===== src/rtl/multi_player_input_hub.sv =====
// multi_player_input_hub: synchronise, debounce and normalise player pins into 7-bit command words.
// Optional opposing-direction cleaning is compiled in with `define INPUT_HUB_SOCD_EN.
module multi_player_input_hub #(
   parameter int NUM_PLAYERS     = 2,
   parameter int DEBOUNCE_CYCLES = 100_000,
   parameter int CNT_W           = 17
) (
   input  logic                     clk,
   input  logic                     rst_l,
   input  logic [4*NUM_PLAYERS-1:0] dir_l,
   input  logic [2*NUM_PLAYERS-1:0] btn,
   output logic [7*NUM_PLAYERS-1:0] controller_inputs,
   output logic                     any_activity
);
   localparam int L = 6*NUM_PLAYERS;
   localparam logic [CNT_W-1:0] CNT_LAST = CNT_W'(DEBOUNCE_CYCLES-1);

   logic [4*NUM_PLAYERS-1:0] dir_s1_q, dir_s1_d, dir_s2_q, dir_s2_d;
   logic [2*NUM_PLAYERS-1:0] btn_s1_q, btn_s1_d, btn_s2_q, btn_s2_d;
   logic [L-1:0]             norm, stable_q, stable_d;
   logic [CNT_W-1:0]         cnt_q [L];
   logic [CNT_W-1:0]         cnt_d [L];
   logic [7*NUM_PLAYERS-1:0] ci_q, ci_d;
   logic                     act_q, act_d;
   logic [5:0]               h;

   // two-stage synchroniser next state for every raw pin
   always_comb begin
      dir_s1_d = dir_l;
      dir_s2_d = dir_s1_q;
      btn_s1_d = btn;
      btn_s2_d = btn_s1_q;
   end

   // normalise to 1 = pressed, per player {shield, attack, down, up, right, left}
   always_comb begin
      norm = '0;
      for (int p = 0; p < NUM_PLAYERS; p++)
         norm[6*p +: 6] = {btn_s2_q[2*p +: 2], ~dir_s2_q[4*p +: 4]};
   end

   // debounce: count consecutive disagreeing samples, accept on the last one
   always_comb begin
      stable_d = stable_q;
      for (int i = 0; i < L; i++) begin
         cnt_d[i] = '0;
         if (norm[i] != stable_q[i]) begin
            if (cnt_q[i] == CNT_LAST) stable_d[i] = norm[i];
            else                      cnt_d[i] = cnt_q[i] + CNT_W'(1);
         end
      end
   end

   // command words: optional cleaning, attack press against the last registered attack
   always_comb begin
      ci_d = '0;
      h    = '0;
      for (int p = 0; p < NUM_PLAYERS; p++) begin
         h = stable_q[6*p +: 6];
`ifdef INPUT_HUB_SOCD_EN
         if (h[0] && h[1]) h[1:0] = 2'b00;
         if (h[2] && h[3]) h[3]   = 1'b0;
`endif
         ci_d[7*p +: 7] = {h[4] & ~ci_q[7*p+4], h};
      end
      act_d = |stable_q;
   end

   // all state registers, cleared asynchronously to the inactive level
   always_ff @(posedge clk or negedge rst_l) begin
      if (!rst_l) begin
         dir_s1_q <= '1;
         dir_s2_q <= '1;
         btn_s1_q <= '0;
         btn_s2_q <= '0;
         stable_q <= '0;
         for (int i = 0; i < L; i++) cnt_q[i] <= '0;
         ci_q     <= '0;
         act_q    <= 1'b0;
      end else begin
         dir_s1_q <= dir_s1_d;
         dir_s2_q <= dir_s2_d;
         btn_s1_q <= btn_s1_d;
         btn_s2_q <= btn_s2_d;
         stable_q <= stable_d;
         for (int i = 0; i < L; i++) cnt_q[i] <= cnt_d[i];
         ci_q     <= ci_d;
         act_q    <= act_d;
      end
   end

   assign controller_inputs = ci_q;
   assign any_activity      = act_q;
endmodule


===== config.mk =====
export PLATFORM = sky130hd
export DESIGN_NAME = multi_player_input_hub
export DESIGN_NICKNAME = d
export VERILOG_FILES = /design/src/rtl/multi_player_input_hub.sv
export SDC_FILE = /design/constraint.sdc
export NUM_CORES = 1
export LEC_CHECK = 0
export CORE_UTILIZATION = 50
export DETAILED_ROUTE_END_ITERATION = 12
export PLACE_DENSITY = 0.67
export SYNTH_ARGS = -nofsm -noshare
export SYNTH_HDL_FRONTEND = slang
export SYNTH_SLANG_ARGS = --single-unit

===== constraint.sdc =====
create_clock -name clk -period 2.3 [get_ports clk]
set_input_delay 0.46 -clock clk [delete_from_list [all_inputs] [get_ports clk]]
set_output_delay 0.46 -clock clk [all_outputs]
set_load 0.005 [all_outputs]

# After elaboration in Yosys (flattened, before gate mapping)
# Cells that the tools add are included.
# totals
ff_bits,255
output_inout_bits,15
elab_cells,109
# op_classes
add_sub_neg,12
eq_ne,24
n_mux,24
reduce_logical,13
bitwise_logic,6
# op_table
op,n
$mux 17,24
$add 17x1->17 const B,12
$eq 17x17->1 const B,12
$reduce_and 2->1,12
$ne 1x1->1,12
$reduce_or 12->1,1
$not 4->4,2
$and 1x1->1,2
$not 1->1,2

# Logic depth before layout (Yosys ltp)
# Gate-level depths: netlist (run 1).
# logic_depth
depth_word,3
mapped_depth,7
ltp_nobuf,5

# Worst setup path before layout (run 1)
# Ideal clock, no wire load.
# synth_path
path_kind,flip-flop to flip-flop
start,reg cnt_q[183] in the netlist's numbering
end,reg cnt_q[182] in the netlist's numbering
t_arrival_ns,1.919
path_buffers,1
path_slack_ns,0.263
stages_incl_launch_ff,6
cell_sequence,dfrtp_1 > or4b_1 > or4_4 > o31ai_4 > buf_6 > nor2_1
# synth_rtl
item,line,text
"start, declared",21,logic [CNT_W-1:0] cnt_q [L];

==> flow_metrics.py, run 1 <==
metrics = {
    "cells_and_area": {
        "fillers": 1918,
        "nets": 1211,
        "fin_area_um2": 13400,
        "layout_commonest_cell": "dfrtp_1",
        "multi_input_area_um2": 5010,
        "drive_gt1_frac": 0.0813,
        "ff_latch_area_um2": 6400,
        "areaGrowthSynthToFinish_pct": 14.7,
        "layout_common_cells": "dfrtp_1, nor2_1, xnor2_1",
        "diodes": 0,
    },
    "logic_synthesis": {
        "ys.flop_type": "dfrtp_1",
        "yosysUniqueCellTypes": 47,
        "syn_area_um2": 11700,
        "synth.area.top_cells": "dfrtp_1, xnor2_1, nor2_1",
        "syn_nets": 1156,
        "synth-seq-cells": 255,
        "yosys.area.top_type_share": 0.512,
        "synth.largest_area_cell": "dfrtp_1",
        "syn_inst": 1130,
        "ys.warnings.count": 0,
        "ys_seq_area_frac": 0.548,
        "synth-edff-count": 0,
        "avgSynthCellArea_um2": 10.3,
        "synthArstFlopShare": 1.00,
    },
    "clocking": {
        "clock_sinks": 255,
        "clock-root-buffer": "clkbuf_16",
        "insertion_delay_ns": 0.54,
        "cts_resized": 0,
        "cts_buffer_depth": 3,
        "cts_tree": "done",
        "clkTransAtPathRegs_ns": 0.06,
        "h-tree-depth": 1,
        "cts_inserted_buffers": 27,
    },
    "global_route": {
        "grtUsageTotal": 0.184,
        "grt_pass1_wl_um": 36800,
        "antenna_found_initial": 0,
        "grt_start_max_net_pins": 54,
        "grt_pass1_vias": 7857,
        "overflow": 0,
    },
    "worst_setup_path": {
        "worstRegToRegCells": 4,
        "r2r_slack_ns": 0.16,
        "crit_chain": "or4b_2 > or3_1 > o21ai_4 > nor2_1",
        "worstSetupEndpointType": "flop",
        "critPathMaxFanout": 16,
        "timing.rr.start": "cnt_q[132]",
        "cp-start-kind": "flop",
        "slowest_stage": "or4b_2",
        "worstPathArrival_ns": 2.54,
        "slowest_delay_ns": 0.68,
        "cp.required_ns": 2.70,
        "path_class": "reg2reg",
        "rr_endpoint": "cnt_q[125]",
    },
    "routing": {
        "firstDrtPassIters": 4,
        "detail_route.wirelength_um": 20700,
        "vias_per_cell": 5.33,
        "drc": 0,
        "ant_nets": 0,
        "vias": 8098,
        "drtIter0Drc": 301,
        "wl_per_cell_um": 13.6,
    },
    "placement": {
        "place_hpwl_um": 13900,
        "place_ws_ns": 0.159,
        "gp_congestion": 0.848,
        "port_buffers": 28,
        "dpl-instance-area_um2": 12400,
    },
    "sta": {
        "rsz0062_at_grt": "false",
        "fin_crit_ns": 2.14,
        "fmax_mhz": 468,
        "max_slew_margin": 0.515,
        "slew_violations": 0,
        "period_share": 0.929,
        "hold_viol": 0,
        "tightest_slew_ns": 0.720,
        "finClkSkew_ns": 0.0197,
        "fin_setup_tns_ns": 0,
        "setup_viol": 0,
        "layout_setup_ws_ns": 0.164,
    },
    "min_path": {
        "min_to": "dir_s1_q[7]",
        "worstHoldPathType": "in2reg",
        "min_from": "dir_l[7]",
        "holdPathStages": 1,
    },
    "power": {
        "p_leak_nw": 5.31,
        "power_mw": 9.43,
        "p_per_area_nw_per_um2": 704,
        "vdd_drop_max_mv": 0.487,
    },
    "floorplanning": {
        "die_h_um": 155,
        "std_cell_rows": 55,
        "core_region_area_um2": 22800,
        "start_util": 0.512,
        "die_w_um": 155,
        "dieArea_um2": 24000,
        "io_pins": 29,
    },
    "status": {
        "outcome": "completed",
    },
    "job": {
        "maxCapViolCount": 0,
    },
}
-- worst max-delay path by stage --
stage               startpoint  slack (ns)          to
finish              cnt_q[132]        0.16  cnt_q[125]
global route        cnt_q[132]        0.06  cnt_q[127]
CTS                 cnt_q[132]        0.15  cnt_q[127]
detailed placement  cnt_q[132]        0.16  cnt_q[127]
global placement    cnt_q[132]        0.21  cnt_q[134]
floorplan           cnt_q[183]        0.26  cnt_q[182]
-- worst max-delay path: cells and delay by family (launching register included) --
| kind | cells | cell delay [ns] |
|---|---|---|
| AND/OR/NAND/NOR | 3 | 1.20 |
| flip-flops | 1 | 0.42 |
| AO/OA/AOI/OAI | 1 | 0.38 |
-- layer usage --
layer	routed length, um	part of all wire	GRT usage	up-vias
met2	9500	0.46	0.298	86
met4	456	0.022	0.0514	0
li1	-	-	-	4088
met5	0	0	0	-
met1	10200	0.49	0.259	3894
met3	489	0.024	0.0258	30
-- registers in the layout, summed over array words and instances (netlist names) --
| register | cells |
|---|---|
| btn_s1_q | 4 |
| controller_inputs | 14 |
| any_activity | 1 |
| btn_s2_q | 4 |
| stable_q | 12 |
| cnt_q | 204 |
| dir_s1_q | 8 |
| dir_s2_q | 8 |
-- where the power goes --
group / internal [mW] / leakage (nW) / switching [mW] / total [mW]
registers: 4.57 / 3.46 / 0.0772 / 4.65
clock network: 2.74 / 0.457 / 1.72 / 4.46
logic: 0.114 / 1.39 / 0.206 / 0.319
total: 7.43 / 5.31 / 2.00 / 9.43
-- through the flow --
stage	cells	hold slack, ns	util
after detailed placement	1468	0.340	0.546
after floorplan	1130	0.164	-
after CTS	1518	0.316	0.588
after global placement	1468	0.339	0.546
final	1518	0.332	0.588
after global routing	1518	0.318	0.588
-- logic make-up (layout without fill, tap and decap cells) --
| group | after synthesis | after routing | synth area share |
|---|---|---|---|
| buffers and inverters | 65 | 140 | 0.0225 |
| xor gates and xnor gates | 181 | 181 | 0.136 |
| and+or+nand+nor | 567 | 567 | 0.246 |
| DFF | 255 | 255 | 0.548 |
| muxes | 8 | 8 | 0.00729 |
| adders and majority gates | 12 | 12 | 0.0129 |
| AOI/OAI and AO/OA | 42 | 42 | 0.0267 |
-- timing repair --
item / in CTS / in global routing
hold endpoints to repair: 45 / 0
setup buffers: 0 / 0
hold buffers: 1 / 0
-- cell type report --
cell class | instances | share of cell area
sequential | 255 | 0.478
clock inverter | 11 | 0.0106
tap | 313 | 0.0293
multi-input combinational | 810 | 0.374
timing repair buffer | 47 | 0.0359
clock buffer | 38 | 0.0595
inverter | 44 | 0.0123
-- cell usage after synthesis, types with 14 or more instances --
| cell | count |
|---|---|
| nand4_1 | 66 |
| nand2_1 | 56 |
| inv_1 | 44 |
| clkbuf_1 | 15 |
| nor2_1 | 202 |
| dfstp_2 | 16 |
| xnor2_1 | 132 |
| or3_1 | 14 |
| and4_1 | 14 |
| nand3_1 | 65 |
| dfrtp_1 | 239 |
| xor2_1 | 49 |
| nor3_1 | 42 |
| nor4_1 | 71 |
No activity file was read; power rests on OpenSTA's default activity.
==> run 2: changes to the inputs <==
- CORE_ASPECT_RATIO: unset -> 1.1
- CORE_MARGIN: unset -> 2
==> flow_metrics.py, run 2 (synthesized netlist as in run 1, its figures left out) <==
metrics = {
    "status": {
        "outcome": "completed",
    },
    "sta": {
        "hold_viol": 0,
        "fin_setup_tns_ns": 0,
        "layout_setup_ws_ns": 0.130,
        "rsz0062_at_grt": "false",
        "max_slew_margin": 0.562,
        "setup_viol": 0,
        "tightest_slew_ns": 0.651,
        "fmax_mhz": 461,
        "period_share": 0.944,
        "fin_crit_ns": 2.17,
        "slew_violations": 0,
        "whs_ns": 0.326,
        "finClkSkew_ns": 0.0221,
    },
    "global_route": {
        "antenna_found_initial": 0,
        "overflow": 0,
        "grt_pass1_vias": 7960,
        "grt_start_max_net_pins": 69,
        "grtUsageTotal": 0.179,
        "grt_pass1_wl_um": 37200,
    },
    "power": {
        "swShare": 0.213,
        "p_sw_mw": 2.07,
        "p_per_area_nw_per_um2": 723,
        "p_int_mw": 7.66,
        "p_leak_nw": 5.36,
        "vdd_drop_max_mv": 0.487,
        "clkPwrFrac": 0.489,
        "sequentialPowerShare": 0.478,
        "combPwrFrac": 0.034,
        "power_mw": 9.73,
    },
    "cells_and_area": {
        "areaGrowthSynthToFinish_pct": 15.3,
        "regMostFlops": "cnt_q",
        "layout_commonest_cell": "dfrtp_1",
        "ff_latch_area_um2": 6400,
        "fillers": 1917,
        "nets": 1215,
        "fin_area_um2": 13500,
        "drive_gt1_frac": 0.0859,
        "largest_register_ffs": 204,
        "layout_common_cells": "dfrtp_1, nor2_1, xnor2_1",
        "multi_input_area_um2": 5010,
        "diodes": 0,
    },
    "worst_setup_path": {
        "crit_chain": "or4b_2 > nor4_1 > or2_2 > nor2_1",
        "worstSetupEndpointType": "flop",
        "cp-start-kind": "flop",
        "slowest_delay_ns": 0.68,
        "cp.required_ns": 2.71,
        "slowest_stage": "or4b_2",
        "path_class": "reg2reg",
        "worstPathArrival_ns": 2.58,
        "critPathMaxFanout": 16,
    },
    "placement": {
        "dpl-instance-area_um2": 12400,
        "place_hpwl_um": 14300,
        "port_buffers": 28,
        "place_ws_ns": 0.152,
        "gp_congestion": 0.874,
    },
    "routing": {
        "ant_nets": 0,
        "drc": 0,
        "drtIter0Drc": 389,
        "wl_per_cell_um": 13.9,
        "firstDrtPassIters": 4,
        "detail_route.wirelength_um": 21100,
        "vias": 8151,
        "vias_per_cell": 5.39,
    },
    "clocking": {
        "cts_inserted_buffers": 28,
        "insertion_delay_ns": 0.54,
        "cts_tree": "done",
        "cts_resized": 0,
        "clkTransAtPathRegs_ns": 0.06,
        "cts_buffer_depth": 3,
        "clock_sinks": 255,
        "h-tree-depth": 1,
        "clock-root-buffer": "clkbuf_16",
    },
    "floorplanning": {
        "io_pins": 29,
        "die_w_um": 150,
        "dieArea_um2": 24600,
        "std_cell_rows": 58,
        "start_util": 0.509,
        "die_h_um": 164,
        "core_region_area_um2": 22900,
    },
    "min_path": {
        "worstHoldPathType": "in2reg",
    },
    "job": {
        "maxCapViolCount": 0,
    },
}
[run 2: per-layer routing]
layer  routed length, um  share of wire  track usage  vias to the layer above
li1                    -              -            -                     4073
met1               10100           0.48        0.252                     3940
met2                9900           0.47        0.293                      108
met3                 714          0.034       0.0258                       30
met4                 365          0.017       0.0476                        0
met5                   0              0            0                        -
[run 2: timing repair]
action,in CTS,in global routing
buffers inserted,0,0
hold buffers,1,0
endpoints found under the setup margin,0,0
hold endpoints to repair,56,0
[run 2: layout make-up]
type                            instances  share of cell area
Sequential cell                       255               0.475
Multi-Input combinational cell        810               0.372
Clock buffer                           39              0.0619
Timing Repair Buffer                   50              0.0374
Tap cell                              300              0.0279
Clock inverter                         13              0.0131
Inverter                               44              0.0123
[run 2: worst paths after layout]
kind	start	to	slack (ns)	cells past startpoint
setup / recovery	cnt_q[30]	cnt_q[30]	0.13	4
max in group asynchronous	rst_l	dir_s1_q[7]	1.15	3
hold reg to reg	btn_s1_q[2]	btn_s2_q[2]	0.35	0
hold / removal	dir_l[2]	dir_s1_q[2]	0.33	1
setup reg to reg	cnt_q[30]	cnt_q[30]	0.13	4
min in group asynchronous	rst_l	cnt_q[76]	0.49	2
[run 2: per-stage QoR]
stage	std cells	utilization
floorplan	1130	-
global placement	1458	0.543
detailed placement	1458	0.543
CTS	1511	0.587
global route	1511	0.587
finish	1511	0.587
[run 2: power by group through the flow]
stage | clock (mW) | combinational, mW | sequential (mW)
3_5_place_dp | 0 | 0.334 | 4.73
3_3_place_gp | 0 | 0.329 | 4.72
4_1_cts | 4.88 | 0.338 | 4.65
2_1_floorplan | 0 | 0.162 | 4.71
6_report | 4.76 | 0.327 | 4.65
5_1_grt | 5.08 | 0.381 | 4.66
[run 2: worst max-delay path, delay by kind of cell (launching register included)]
family | cells | cell delay [ns]
DFF | 1 | 0.42
and+or+nand+nor | 4 | 1.62
==> run 3: changes to the inputs <==
- CAP_MARGIN: unset -> 20
- clock period: 2.3 -> 2.2 ns (I/O delays scaled with it)
==> flow_metrics.py, run 3 (synthesized netlist as in run 1, its figures left out) <==
metrics = {
    "routing": {
        "firstDrtPassIters": 4,
        "wl_met3_um": 724,
        "wl_met2_um": 9490,
        "vias": 8143,
        "highest_layer": "met4",
        "ant_nets": 0,
        "drtIter0Drc": 477,
        "detail_route.wirelength_um": 21000,
        "drc": 0,
        "vias_per_cell": 5.38,
        "met1_length_um": 10300,
        "wl_per_cell_um": 13.8,
    },
    "clocking": {
        "cts_setup_buffers": 0,
        "h-tree-depth": 1,
        "clock-root-buffer": "clkbuf_16",
        "clock_sinks": 255,
        "insertion_delay_ns": 0.54,
        "cts_tree": "done",
        "clkTransAtPathRegs_ns": 0.06,
        "cts_inserted_buffers": 28,
        "cts_buffer_depth": 3,
    },
    "cells_and_area": {
        "areaGrowthSynthToFinish_pct": 15.2,
        "largest_register_ffs": 204,
        "finalNonFillerCells": 1514,
        "layout_commonest_cell": "dfrtp_1",
        "nets": 1218,
        "layout_common_cells": "dfrtp_1, nor2_1, xnor2_1",
        "drive_gt1_frac": 0.0857,
        "regMostFlops": "cnt_q",
        "diodes": 0,
    },
    "min_path": {
        "worstHoldPathType": "in2reg",
        "holdPathStages": 1,
        "min_to": "dir_s1_q[2]",
        "min_from": "dir_l[2]",
    },
    "power": {
        "p_int_mw": 7.83,
        "p_leak_nw": 5.35,
        "combPwrFrac": 0.035,
        "sequentialPowerShare": 0.488,
        "clkPwrFrac": 0.477,
        "power_mw": 9.96,
        "vdd_drop_max_mv": 0.500,
        "p_per_area_nw_per_um2": 740,
        "p_sw_mw": 2.12,
        "swShare": 0.213,
    },
    "worst_setup_path": {
        "r2r_slack_ns": 0.14,
        "worstRegToRegCells": 4,
        "slowest_delay_ns": 0.64,
        "critPathMaxFanout": 5,
        "path_class": "reg2reg",
        "crit_family": "simple AND/OR/NAND/NOR gates",
        "cp-start-kind": "flop",
        "cp.required_ns": 2.61,
        "worstPathArrival_ns": 2.47,
        "slowest_stage": "or4b_2",
        "crit_chain": "or4b_2 > or3_1 > nor2_1 > mux2_2",
        "path_buf_inv": 0,
        "timing.rr.start": "cnt_q[133]",
        "worstSetupEndpointType": "flop",
        "rr_endpoint": "stable_q[4]",
    },
    "global_route": {
        "antenna_found_initial": 0,
        "grt_pass1_vias": 7983,
        "overflow": 0,
        "grt_pass1_wl_um": 37100,
        "grt_start_max_net_pins": 56,
        "grtUsageTotal": 0.179,
    },
    "placement": {
        "place_ws_ns": 0.138,
        "place_inst": 1461,
        "port_buffers": 28,
        "gp_congestion": 0.812,
        "place_hpwl_um": 14100,
    },
    "sta": {
        "tightest_slew_ns": 0.642,
        "period_share": 0.936,
        "layout_setup_ws_ns": 0.141,
        "hold_viol": 0,
        "fin_crit_ns": 2.06,
        "fin_setup_tns_ns": 0,
        "finClkSkew_ns": 0.0162,
        "fmax_mhz": 486,
        "setup_viol": 0,
        "rsz0062_at_grt": "false",
        "max_slew_margin": 0.568,
        "slew_violations": 0,
    },
    "floorplanning": {
        "std_cell_rows": 58,
        "die_h_um": 164,
        "dieArea_um2": 24600,
        "io_pins": 29,
        "start_util": 0.509,
        "die_w_um": 150,
        "core_region_area_um2": 22900,
    },
    "status": {
        "outcome": "completed",
    },
    "job": {
        "maxCapViolCount": 0,
    },
}
[run 3: changes by cell type in the layout (fill, tap and decap cells not counted), sizes merged]
cell / delta
buf: +3
bufinv: -1
clkbuf: +1
clkinv: +1
inv: -1
[run 3: layout make-up]
type,count,area [um2]
multi-input cells,810,5010
flip-flops and latches,255,6400
repair buffers,53,538
well taps,300,375
inverters,44,165
clock buffers,40,817
clock inverters,12,140
fillers,1953,9480
[run 3: worst max path at each step]
stage                    start           to  slack, ns  depth (start not counted)
floorplan           cnt_q[183]   cnt_q[182]       0.16                          5
global placement    cnt_q[182]   cnt_q[178]       0.19                          5
detailed placement  cnt_q[133]  stable_q[4]       0.14                          4
CTS                 cnt_q[133]  stable_q[4]       0.13                          4
global route         cnt_q[30]    cnt_q[23]       0.05                          4
finish              cnt_q[133]  stable_q[4]       0.14                          4
[run 3: what timing repair did]
item,in CTS,in global routing
endpoints found under the hold margin,44,0
resized for setup,0,1
setup endpoints to repair,0,1
hold buffers,1,0
[run 3: power by group through the flow]
stage               registers (mW)  clock network, mW  logic (mW)
floorplan                     4.92                  0       0.170
global placement              4.94                  0       0.350
detailed placement            4.94                  0       0.355
finish                        4.86               4.75       0.345
global route                  4.87               5.08       0.407
CTS                           4.86               4.89       0.358
[run 3: stage by stage]
| stage | util | cell area [um2] | hold slack, ns |
|---|---|---|---|
| floorplan | - | 11700 | 0.144 |
| global placement | 0.544 | 12500 | 0.334 |
| detailed placement | 0.544 | 12500 | 0.341 |
| CTS | 0.586 | 13400 | 0.280 |
| global route | 0.586 | 13400 | 0.302 |
| finish | 0.586 | 13400 | 0.307 |
[run 3: worst reg2reg max path: stages, from the launching register on]
cell and delay [ns]:
dfrtp_1 0.41, or4b_2 0.64, or3_1 0.42, nor2_1 0.14, mux2_2 0.34
[run 3: routing by layer]
metal	track usage	vias to the layer above
met5	0	-
met4	0.0536	0
met2	0.290	121
met3	0.0267	36
met1	0.252	3906
li1	-	4080
